## config.mk

```make
export PLATFORM = sky130hd
export DESIGN_NAME = opp_frame_decoder
export DESIGN_NICKNAME = d
export VERILOG_FILES = /design/src/rtl/opp_frame_decoder.sv
export SDC_FILE = /design/constraint.sdc
export NUM_CORES = 1
export LEC_CHECK = 0
export CAP_MARGIN = 20
export CORE_UTILIZATION = 40
export DETAILED_ROUTE_END_ITERATION = 10
export PLACE_DENSITY_LB_ADDON = 0.12
export SYNTH_ARGS = -nofsm -noshare
export SYNTH_HDL_FRONTEND = slang
export SYNTH_SLANG_ARGS = --single-unit
```

## constraint.sdc

```tcl
create_clock -name eth_clk -period 3.4 [get_ports eth_clk]
set_input_delay 0.51 -clock eth_clk [delete_from_list [all_inputs] [get_ports eth_clk]]
set_output_delay 0.51 -clock eth_clk [all_outputs]
set_load 0.01 [all_outputs]
```

## src/rtl/opp_frame_decoder.sv

```systemverilog
// opp_frame_decoder: decodes RMII opponent-position frames into registered fields.
//   Ports: eth_clk (50 MHz RMII ref clock), eth_rst_n (async active-low reset),
//          eth_crsdv / eth_rxd (RMII carrier-sense/data-valid and receive dibit),
//          opp_valid (good-frame pulse), opp_x/opp_y/opp_dir/opp_game/opp_reset (decoded fields),
//          frame_err (rejected-frame pulse), good_count (wrapping good-frame count).
//   Macro OPP_FRAME_CHECKSUM_EN adds a 7th XOR checksum byte after the 6-byte payload.
module opp_frame_decoder #(
    parameter int         MIN_PREAMBLE = 8,
    parameter logic [3:0] MAGIC        = 4'hA
) (
    input  logic        eth_clk,
    input  logic        eth_rst_n,
    input  logic        eth_crsdv,
    input  logic [1:0]  eth_rxd,
    output logic        opp_valid,
    output logic [10:0] opp_x,
    output logic [10:0] opp_y,
    output logic [8:0]  opp_dir,
    output logic [2:0]  opp_game,
    output logic        opp_reset,
    output logic        frame_err,
    output logic [7:0]  good_count
);
`ifdef OPP_FRAME_CHECKSUM_EN
    localparam int NB = 56;
`else
    localparam int NB = 48;
`endif
    localparam int ND = NB / 2;
    typedef enum logic [2:0] {IDLE, PREAMBLE, PAYLOAD, CHECK, DRAIN} state_t;
    state_t r_state, w_next;
    logic [1:0] r_sync;
    logic w_rst_n;
    logic [5:0] r_cnt, w_cnt;
    logic [NB-3:0] r_shift;
    logic [NB-1:0] w_raw;
    logic [47:0] w_pay;
    logic w_good, w_last, w_drop, w_unused;
    // Assertion is immediate; release is held off two clocks so every flop leaves reset cleanly.
    always_ff @(posedge eth_clk or negedge eth_rst_n)
        if (!eth_rst_n) r_sync <= 2'b00;
        else r_sync <= {r_sync[0], 1'b1};
    assign w_rst_n = r_sync[1];
    // Dibit k of the frame lands at w_raw[2k+1:2k], so byte n sits at w_raw[8n+7:8n].
    assign w_raw = {eth_rxd, r_shift};
    // The first received byte is the most significant payload byte.
    always_comb begin
        w_pay = '0;
        for (int i = 0; i < 6; i++) w_pay[47 - 8*i -: 8] = w_raw[8*i +: 8];
    end
`ifdef OPP_FRAME_CHECKSUM_EN
    assign w_good = w_pay[47:44] == MAGIC &&
                    w_raw[55:48] == (w_pay[47:40] ^ w_pay[39:32] ^ w_pay[31:24] ^ w_pay[23:16] ^ w_pay[15:8] ^ w_pay[7:0]);
`else
    assign w_good = w_pay[47:44] == MAGIC;
`endif
    assign w_unused = ^{w_pay[32], w_pay[20], w_pay[10:8], w_pay[4], w_pay[2:0]};
    // The verdict is taken on the edge that samples the final dibit, so the pulse shows one cycle later.
    assign w_last = r_state == PAYLOAD && eth_crsdv && int'(r_cnt) == ND - 1;
    assign w_drop = r_state == PAYLOAD && !eth_crsdv;
    always_ff @(posedge eth_clk or negedge w_rst_n)
        if (!w_rst_n) begin
            r_state <= IDLE;
            r_cnt   <= '0;
        end else begin
            r_state <= w_next;
            r_cnt   <= w_cnt;
        end
    always_comb begin
        w_next = r_state;
        w_cnt  = r_cnt;
        case (r_state)
            IDLE:
                if (eth_crsdv) begin
                    w_next = eth_rxd == 2'b01 ? PREAMBLE : DRAIN;
                    w_cnt  = 6'd1;
                end
            PREAMBLE:
                if (!eth_crsdv) w_next = IDLE;
                else if (eth_rxd == 2'b01) w_cnt = r_cnt == 6'd63 ? r_cnt : r_cnt + 6'd1;
                else if (eth_rxd == 2'b11 && int'(r_cnt) >= MIN_PREAMBLE) begin
                    w_next = PAYLOAD;
                    w_cnt  = '0;
                end else w_next = DRAIN;
            PAYLOAD:
                if (!eth_crsdv) w_next = IDLE;
                else begin
                    w_cnt = r_cnt + 6'd1;
                    if (int'(r_cnt) == ND - 1) w_next = CHECK;
                end
            // Carrier already low here means the inter-frame gap has started, so skip straight
            // past DRAIN; otherwise a single-cycle gap would swallow the next frame.
            CHECK: w_next = eth_crsdv ? DRAIN : IDLE;
            DRAIN: if (!eth_crsdv) w_next = IDLE;
            default: w_next = IDLE;
        endcase
    end
    always_ff @(posedge eth_clk or negedge w_rst_n)
        if (!w_rst_n) begin
            r_shift    <= '0;
            opp_valid  <= 1'b0;
            frame_err  <= 1'b0;
            opp_x      <= '0;
            opp_y      <= '0;
            opp_dir    <= '0;
            opp_game   <= '0;
            opp_reset  <= 1'b0;
            good_count <= '0;
        end else begin
            opp_valid <= w_last && w_good;
            frame_err <= (w_last && !w_good) || w_drop;
            if (r_state == PAYLOAD && eth_crsdv) r_shift <= w_raw[NB-1:2];
            if (w_last && w_good) begin
                opp_x      <= w_pay[43:33];
                opp_y      <= w_pay[31:21];
                opp_dir    <= w_pay[19:11];
                opp_game   <= w_pay[7:5];
                opp_reset  <= w_pay[3];
                good_count <= good_count + 8'd1;
            end
        end
endmodule

```

### After elaboration in Yosys (flattened, before gate mapping)

Cells that the tools add are included.
Widths: inputs -> output; s select.

* $add $sub $neg: 2
* multiply operators: 0
* divide/modulo/power cells: 0
* magnitude comparators: 1
* equal/unequal tests: 17
* shift-type cells: 0
* mux-type cells: 17
* bitwise gates (word level): 0
* reductions and logical operators: 13

Operators by type and width (number)
* $mux 6: 6
* $mux 3: 9
* $pmux 6 s3: 1
* $pmux 3 s5: 1
* $eq 6x6->1 const B: 2
* $ne 3x3->1 const B: 3
* $add 8x1->8 const B: 1
* $ne 2x2->1 const B: 4
* $add 6x1->6 const B: 1
* $eq 3x2->1 const B: 2
* $ge 6x4->1 const B: 1
* $logic_and 1x1->1: 6
* $reduce_and 6->1: 1
* $eq 4x4->1 const B: 1
* $reduce_and 4->1: 1
* $eq 3x1->1 const B: 1
* $eq 3x3->1 const B: 1
* $logic_not 3->1: 1
* $ne 3x2->1 const B: 1
* $reduce_bool 3->1: 1
* $eq 2x1->1 const B: 1
* $eq 2x2->1 const B: 1
* $logic_not 1->1: 2
* $logic_or 1x1->1: 1

* register bits after elaboration: 102
* bits in latches: 0
* memory bits (writable): 0
* bits in read-only memories: 0
* bits of input ports: 5
* output and inout port bits: 45
* logic and storage cells: 62
* memories: 0

### Longest topological paths before layout

Gate-level depths: netlist of run 1.

* depth after elaboration: 6
* gate-level depth with buffers: 7
* mapped depth without buffers: 6

### Least setup slack after synthesis of run 1

No wires, ideal clock.

* kind: input-to-reg
* start point: input eth_rxd[1]
* end point: register r_cnt[0]
* setup time: 0.077 ns
* data arrival time: 1.584 ns
* data required time: 3.323 ns
* slack: 1.739 ns
* stages: 4
* path buffers: 0
* path through: or4b_4 > o2111ai_4 > mux2_1 > a21oi_1

* cells in the longest elaborated chain, start to end: 4
* elaborated cells between the ends (all ways): 9
* those cells by class: eq/ne (4); mux (3); reduce/logical (2)

RTL lines
* start: declaration: line 14 `input logic [1:0] eth_rxd,`
* $eq 2x2->1 or $eq 2x1->1 (tied branches): line 81, 80
* $logic_and 1x1->1 or $mux 6 (tied branches): line 81, 80
* $ne 3x3->1 (no source line) or $mux 6 (tied branches)
* $reduce_and 6->1 (no source line) or $pmux 6 s3 (tied branches)
* end signal: assignment: line 67 `r_cnt <= w_cnt;`
* end: declaration: line 34 `logic [5:0] r_cnt, w_cnt;`

Parallel ways exist; a longest one is shown, timed or not. The select of a mux whose other input is x is not followed.
A chain may end at the register's enable or synchronous reset.

### Worst setup path in the final report of run 1

Same ends and word-level chain as after synthesis.

==> results of run 1 <==
-- through the flow --
step / setup slack, ns / power (mW)
floorplan: 0.3483 / 1.280
global placement: 1.026 / 1.301
detailed placement: 1.038 / 1.301
CTS: 1.436 / 2.100
global route: 1.316 / 2.152
finish: 1.417 / 2.060
-- cells by family (layout without fill, tap and decap cells) --
| logic type | Yosys count | after routing |
|---|---|---|
| other | 1 | 1 |
| adders and majority gates | 3 | 3 |
| and+or+nand+nor | 151 | 151 |
| muxes | 48 | 48 |
| AOI/OAI and AO/OA | 20 | 20 |
| DFF | 102 | 102 |
| buffers and inverters | 20 | 75 |
| xor gates and xnor gates | 7 | 7 |
-- report_power, final --
group          leakage (nW)  switching (mW)  internal (mW)
registers              1.41          0.0157           1.22
logic                 0.963          0.0263         0.0168
clock network         0.104           0.429          0.355
total                  2.48           0.471           1.59
-- flip-flops by register name (all words and copies together), names as in the netlist --
signal      cells
r_shift        46
opp_x          11
opp_y          11
opp_dir         9
good_count      8
r_cnt           6
opp_game        3
r_state         3
r_sync          2
frame_err       1
opp_reset       1
opp_valid       1
-- critical path: cells and delay by family --
family / cells / cell delay [ns]
buf+inv: 1 / 0.58
mux: 1 / 0.36
compound gates: 2 / 0.31
simple gates: 1 / 0.52
-- metal layers --
metal | track usage | vias up
met2 | 0.2354 | 57
met5 | 0 | -
li1 | - | 1272
met4 | 0.06122 | 0
met3 | 0.04091 | 10
met1 | 0.1984 | 1316
-- layout by cell type (no fill, tap or decap), types with 3 or more instances in the layout --
| cell type | n |
|---|---|
| a21oi_1 | 5 |
| a22o_1 | 3 |
| buf_4 | 5 |
| clkbuf_8 | 9 |
| clkdlybuf4s50_1 | 49 |
| dfrtp_1 | 101 |
| ha_1 | 3 |
| inv_1 | 4 |
| inv_6 | 3 |
| mux2_2 | 46 |
| nand2_1 | 117 |
| nand2b_1 | 3 |
| nand3_1 | 3 |
| nand4_1 | 3 |
| nor2_1 | 4 |
| nor3_1 | 4 |
| xnor2_1 | 4 |
| xor2_1 | 3 |
-- worst paths after layout --
path,start,end,slack (ns),cells past startpoint
max,eth_rxd[1],r_cnt[0],1.42,5
min,eth_rst_n,r_sync[1],0.29,1
max reg2reg,r_state[0],r_shift[6],1.47,3
min reg2reg,r_sync[1],r_shift[19],0.35,0
max in group asynchronous,r_sync[1],r_shift[27],2.21,1
min in group eth_clk,r_sync[0],r_sync[1],0.36,0
-- Yosys cell counts, types with 2 or more instances --
master	n
buf_4	4
nand2b_1	3
inv_1	4
and3_1	2
buf_2	8
nor3_1	4
a22o_1	3
dfrtp_1	102
xor2_1	3
and2_1	2
clkbuf_1	3
nand4_1	3
a21oi_1	5
ha_1	3
nor2_1	4
a221o_1	2
nand2_1	117
mux2_2	46
or3_1	2
nand3_1	3
a211oi_1	2
xnor2_1	4
nand4bb_1	2
-- layout make-up --
cell class	instances	area (µm²)
fill	934	4949
sequential	102	2556
multi-input combinational	230	1488
timing repair buffer	54	528.0
tap	133	166.4
clock buffer	10	127.6
clock inverter	6	76.32
inverter	5	18.77
==> results.yml, run 1 <==
synth:
  syn_avg_cell_area_um2: 11.76
  synth_top_area_frac: 0.6165
  yosysTopAreaCell: "dfrtp_1"
  synthXorXnorAreaFrac: 0.01481
  synth.area.top_cells: "dfrtp_1, mux2_2, nand2_1, buf_2, ha_1"
  synth_compound_area_frac: 0.04019
  syn_inst: 352
  ys_ff_latch: 102
  synth_edf_count: 0
  synth_area_um2: 4140
  seq_area_frac_synth: 0.6165
  syn_nets: 360
  ys_types: 44
  synth_fa_ha_area_frac: 0.009066
  yosysWarnings: 0
  ys.flop_type: "dfrtp_1"
  synthMuxAreaShare: 0.1303
  async_flop_share: 1.000
  synth_top_family_by_area: "simple AND/OR/NAND/NOR gates"
  synthSimpleGateAreaFrac: 0.1641
floorplan:
  die_h_um: 103.7
  core-area_um2: 9910
  fp.dieW_um: 103.7
  fp-row-count: 36
  ios: 50
  start_util: 0.4178
  die-area_um2: 10760
timing:
  hold_viol: 0
  worst_slew_pin_slew_ns: 0.6422
  slew_headroom: 0.5719
  tns_ns: 0
  fmax_ghz: 0.5044
  drv_slew: 0
  fin_skew_ns: 0.01881
  finalCritPeriodShare: 0.5831
  hold-worst-slack_ns: 0.2878
  setup_violations: 0
  min_period_ns: 1.983
  grt_setup_unrepaired: "false"
job:
  cap_viol_max_count: 0
cts:
  clk_latency_ns: 0.37
  cts-root-buf: "clkbuf_8"
  postCtsSetupBuffers: 0
  clock_sinks: 102
  postCtsHoldBufs: 0
  cts_tree: "done"
  h-tree-depth: 3
  cts_inserted_buffers: 9
  clk_pin_slew_ns: 0.10
  cts_max_path_buffers: 2
  cts_resized: 0
layout:
  areaGrowthSynthToFinish_pct: 19.82
  final_cells: 540
  final_nets: 410
  fin_area_um2: 4961
  insertedDiodeCount: 0
  drive_above_1_share: 0.1818
  final_util: 0.5006
placed_design:
  place.gp.congestion: 0.7712
  dpl.cell_count: 524
  dp_hpwl_mm: 4.663
  place_area_um2: 4757
  numPortBuffers: 49
critical_path:
  worst-endpoint-arrival_ns: 2.28
  cp_cell_sequence: "clkdlybuf4s50_1 -> or4b_4 -> o2111ai_4 -> mux2_1 -> a21oi_1"
  path_class: "input pin to flip-flop"
  cp.required_ns: 3.70
  critPathMaxFanout: 7
  end_kind: "flip-flop"
  crit_slowest_cell: "clkdlybuf4s50_1"
  cp-start-kind: "input pin"
  cpPeakStageDelay_ns: 0.58
detailed_routing:
  wl_met3_um: 303
  top_layer: "met4"
  vias: 2655
  first_pass_iters: 5
  vias_per_cell: 4.917
  wl_per_cell_um: 13.55
  ant_nets: 0
  route.detailed.drc: 0
  drt-total-wl_mm: 7.319
  met2WireLength_mm: 3.322
  wl_met1_mm: 3.558
  drtIter0Drc: 93
power:
  p_per_area_nw_per_um2: 415.2
  p_leak_nw: 2.480
  ir_drop_uv: 234.1
global_route:
  antenna_found_initial: 0
  grt_pass1_wl_mm: 12.88
  grt_max_degree: 51
  grt_pass1_vias: 2717
  grt_overflow: 0
  grt.total_usage: 0.1505
min_path:
  min_path_type: "input pin to async pin"
outcome:
  status: "complete, no violations"
Power figures use the tool's default switching activity.
==> run 2, diff against run 1 <==
==> constraint.sdc (replaced) <==
create_clock -name eth_clk -period 1.65 [get_ports eth_clk]
set_input_delay 0.2475 -clock eth_clk [delete_from_list [all_inputs] [get_ports eth_clk]]
set_output_delay 0.2475 -clock eth_clk [all_outputs]
set_load 0.01 [all_outputs]
==> run 2 against run 1 <==
  * Final cell count up 5.2%
  * Global-route usage increased by 0.80 points
  * First-iteration DRC count grew 17%
  * Via count rose by 4.9%
  * Clock power is 98% higher
  * Combinational power increased to 3.1 times the previous value
  * Critical path type is now flip-flop to flip-flop
  * Critical path depth decreased by 1
==> results.yml, run 2 (same netlist as run 1, synthesis figures left out) <==
cts:
  clk_pin_slew_ns: 0.11
  clock_sinks: 102
  cts_inserted_buffers: 9
  cts-root-buf: "clkbuf_8"
  h-tree-depth: 3
  clk_latency_ns: 0.37
  cts_max_path_buffers: 2
  cts_tree: "done"
critical_path:
  cpPeakStageDelay_ns: 0.56
  reg2reg_depth: 4
  cp_cell_sequence: "or4b_4 -> o2111ai_4 -> mux2_4 -> a21oi_2"
  worst-endpoint-arrival_ns: 1.92
  crit_slowest_cell: "or4b_4"
  cp-start-kind: "flip-flop"
  path_class: "flip-flop to flip-flop"
  path_buf_inv: 0
  end_kind: "flip-flop"
  critPathMaxFanout: 5
  crit_family: "simple AND/OR/NAND/NOR gates"
  cp_num_cells: 4
  cp.required_ns: 1.95
detailed_routing:
  top_layer: "met4"
  route.detailed.drc: 0
  met2WireLength_mm: 3.588
  wl_per_cell_um: 13.62
  vias_per_cell: 4.901
  drt-total-wl_mm: 7.736
  wl_met3_um: 226
  wl_met1_mm: 3.801
  vias: 2784
  drtIter0Drc: 109
  first_pass_iters: 4
  ant_nets: 0
layout:
  final_cell_mix: "nand2_1, dfrtp_1, clkdlybuf4s50_1"
  reg.largest.list: "r_shift x46, opp_x x11, opp_y x11"
  final_nets: 438
  final_cells: 568
  insertedDiodeCount: 0
  regMostFlops: "r_shift"
  final_util: 0.5355
  drive_above_1_share: 0.2598
  largest_reg_flops: 46
  areaGrowthSynthToFinish_pct: 28.17
  final_common_cell: "nand2_1"
outcome:
  status: "complete, no violations"
timing:
  finalCritPeriodShare: 0.9872
  min_period_ns: 1.629
  hold_viol: 0
  drv_slew: 0
  setup_violations: 0
  grt_setup_unrepaired: "true"
  fmax_ghz: 0.6139
  tns_ns: 0
  fin_skew_ns: 0.01443
floorplan:
  die-area_um2: 10760
  fp.dieW_um: 103.7
  start_util: 0.4178
  ios: 50
  fp-row-count: 36
  die_h_um: 103.7
  core-area_um2: 9910
placed_design:
  numPortBuffers: 49
  dpl.cell_count: 547
  dp_hpwl_mm: 5.202
  place.gp.congestion: 0.7774
power:
  p_per_area_nw_per_um2: 793.6
  finalPower_mw: 4.211
  p_leak_nw: 2.659
  ir_drop_uv: 493.7
global_route:
  antenna_found_initial: 0
  grt_overflow: 0
  grt_pass1_vias: 2809
  grt.total_usage: 0.1585
  grt_max_degree: 48
  grt_pass1_wl_mm: 13.68
job:
  cap_viol_max_count: 0
min_path:
  min_path_type: "flip-flop to async pin"
run 2: changes by cell type in the layout (fill, tap and decap cells not counted), moves of 2 or more:
cell        change
buf_4          +19
inv_8           +2
clkinvlp_4      +2
inv_6           -2
dfrtp_1         -3
nor3_2          +2
buf_6           +3
dfrtp_2         +3
nor3_1          -2
buf_12          +5
run 2: metal layers:
| metal | GRT usage | vias up |
|---|---|---|
| met2 | 0.2450 | 56 |
| met4 | 0.04898 | 0 |
| met5 | 0 | - |
| met3 | 0.04216 | 12 |
| met1 | 0.2185 | 1383 |
| li1 | - | 1333 |
run 2: power breakdown:
group	internal, mW	total [mW]	switching, mW	leakage, nW
clock network	0.598	1.55	0.950	0.0946
logic	0.0614	0.136	0.0750	1.16
registers	2.51	2.53	0.0192	1.41
total	3.17	4.21	1.04	2.66
run 2: repair_timing:
item,CTS,global route
endpoints found under the hold margin,2,0
endpoints found under the setup margin,46,45
pin swaps,8,5
resized for setup,8,13
hold buffers,1,0
setup buffers,0,4
run 2: path summary, 6_finish.rpt:
path	end	slack [ns]	from
hold / removal	opp_y[3]	0.27	r_sync[1]
hold reg to reg	opp_y[3]	0.27	r_sync[1]
max in group asynchronous	good_count[2]	0.79	r_sync[1]
setup / recovery	r_cnt[0]	0.02	r_cnt[5]
min in group eth_clk	r_sync[1]	0.37	r_sync[0]
setup reg to reg	r_cnt[0]	0.02	r_cnt[5]
run 2: final cells by class:
cell class,instances,area (µm²)
fill,906,4603
sequential,102,2560
clock inverter,7,73.82
inverter,5,23.77
clock buffer,9,123.9
multi-input combinational,230,1544
timing repair buffer,82,814.5
tap,133,166.4
run 2: metrics by stage:
stage / hold slack (ns) / worst slack, ns / instance area, µm²
global route: 0.3113 / -0.03199 / 5306
detailed placement: 0.2803 / -0.3224 / 4992
CTS: 0.2919 / 0.006431 / 5229
finish: 0.2725 / 0.02120 / 5306
floorplan: -0.04809 / 0.03367 / 4144
global placement: 0.2836 / -0.2907 / 4992
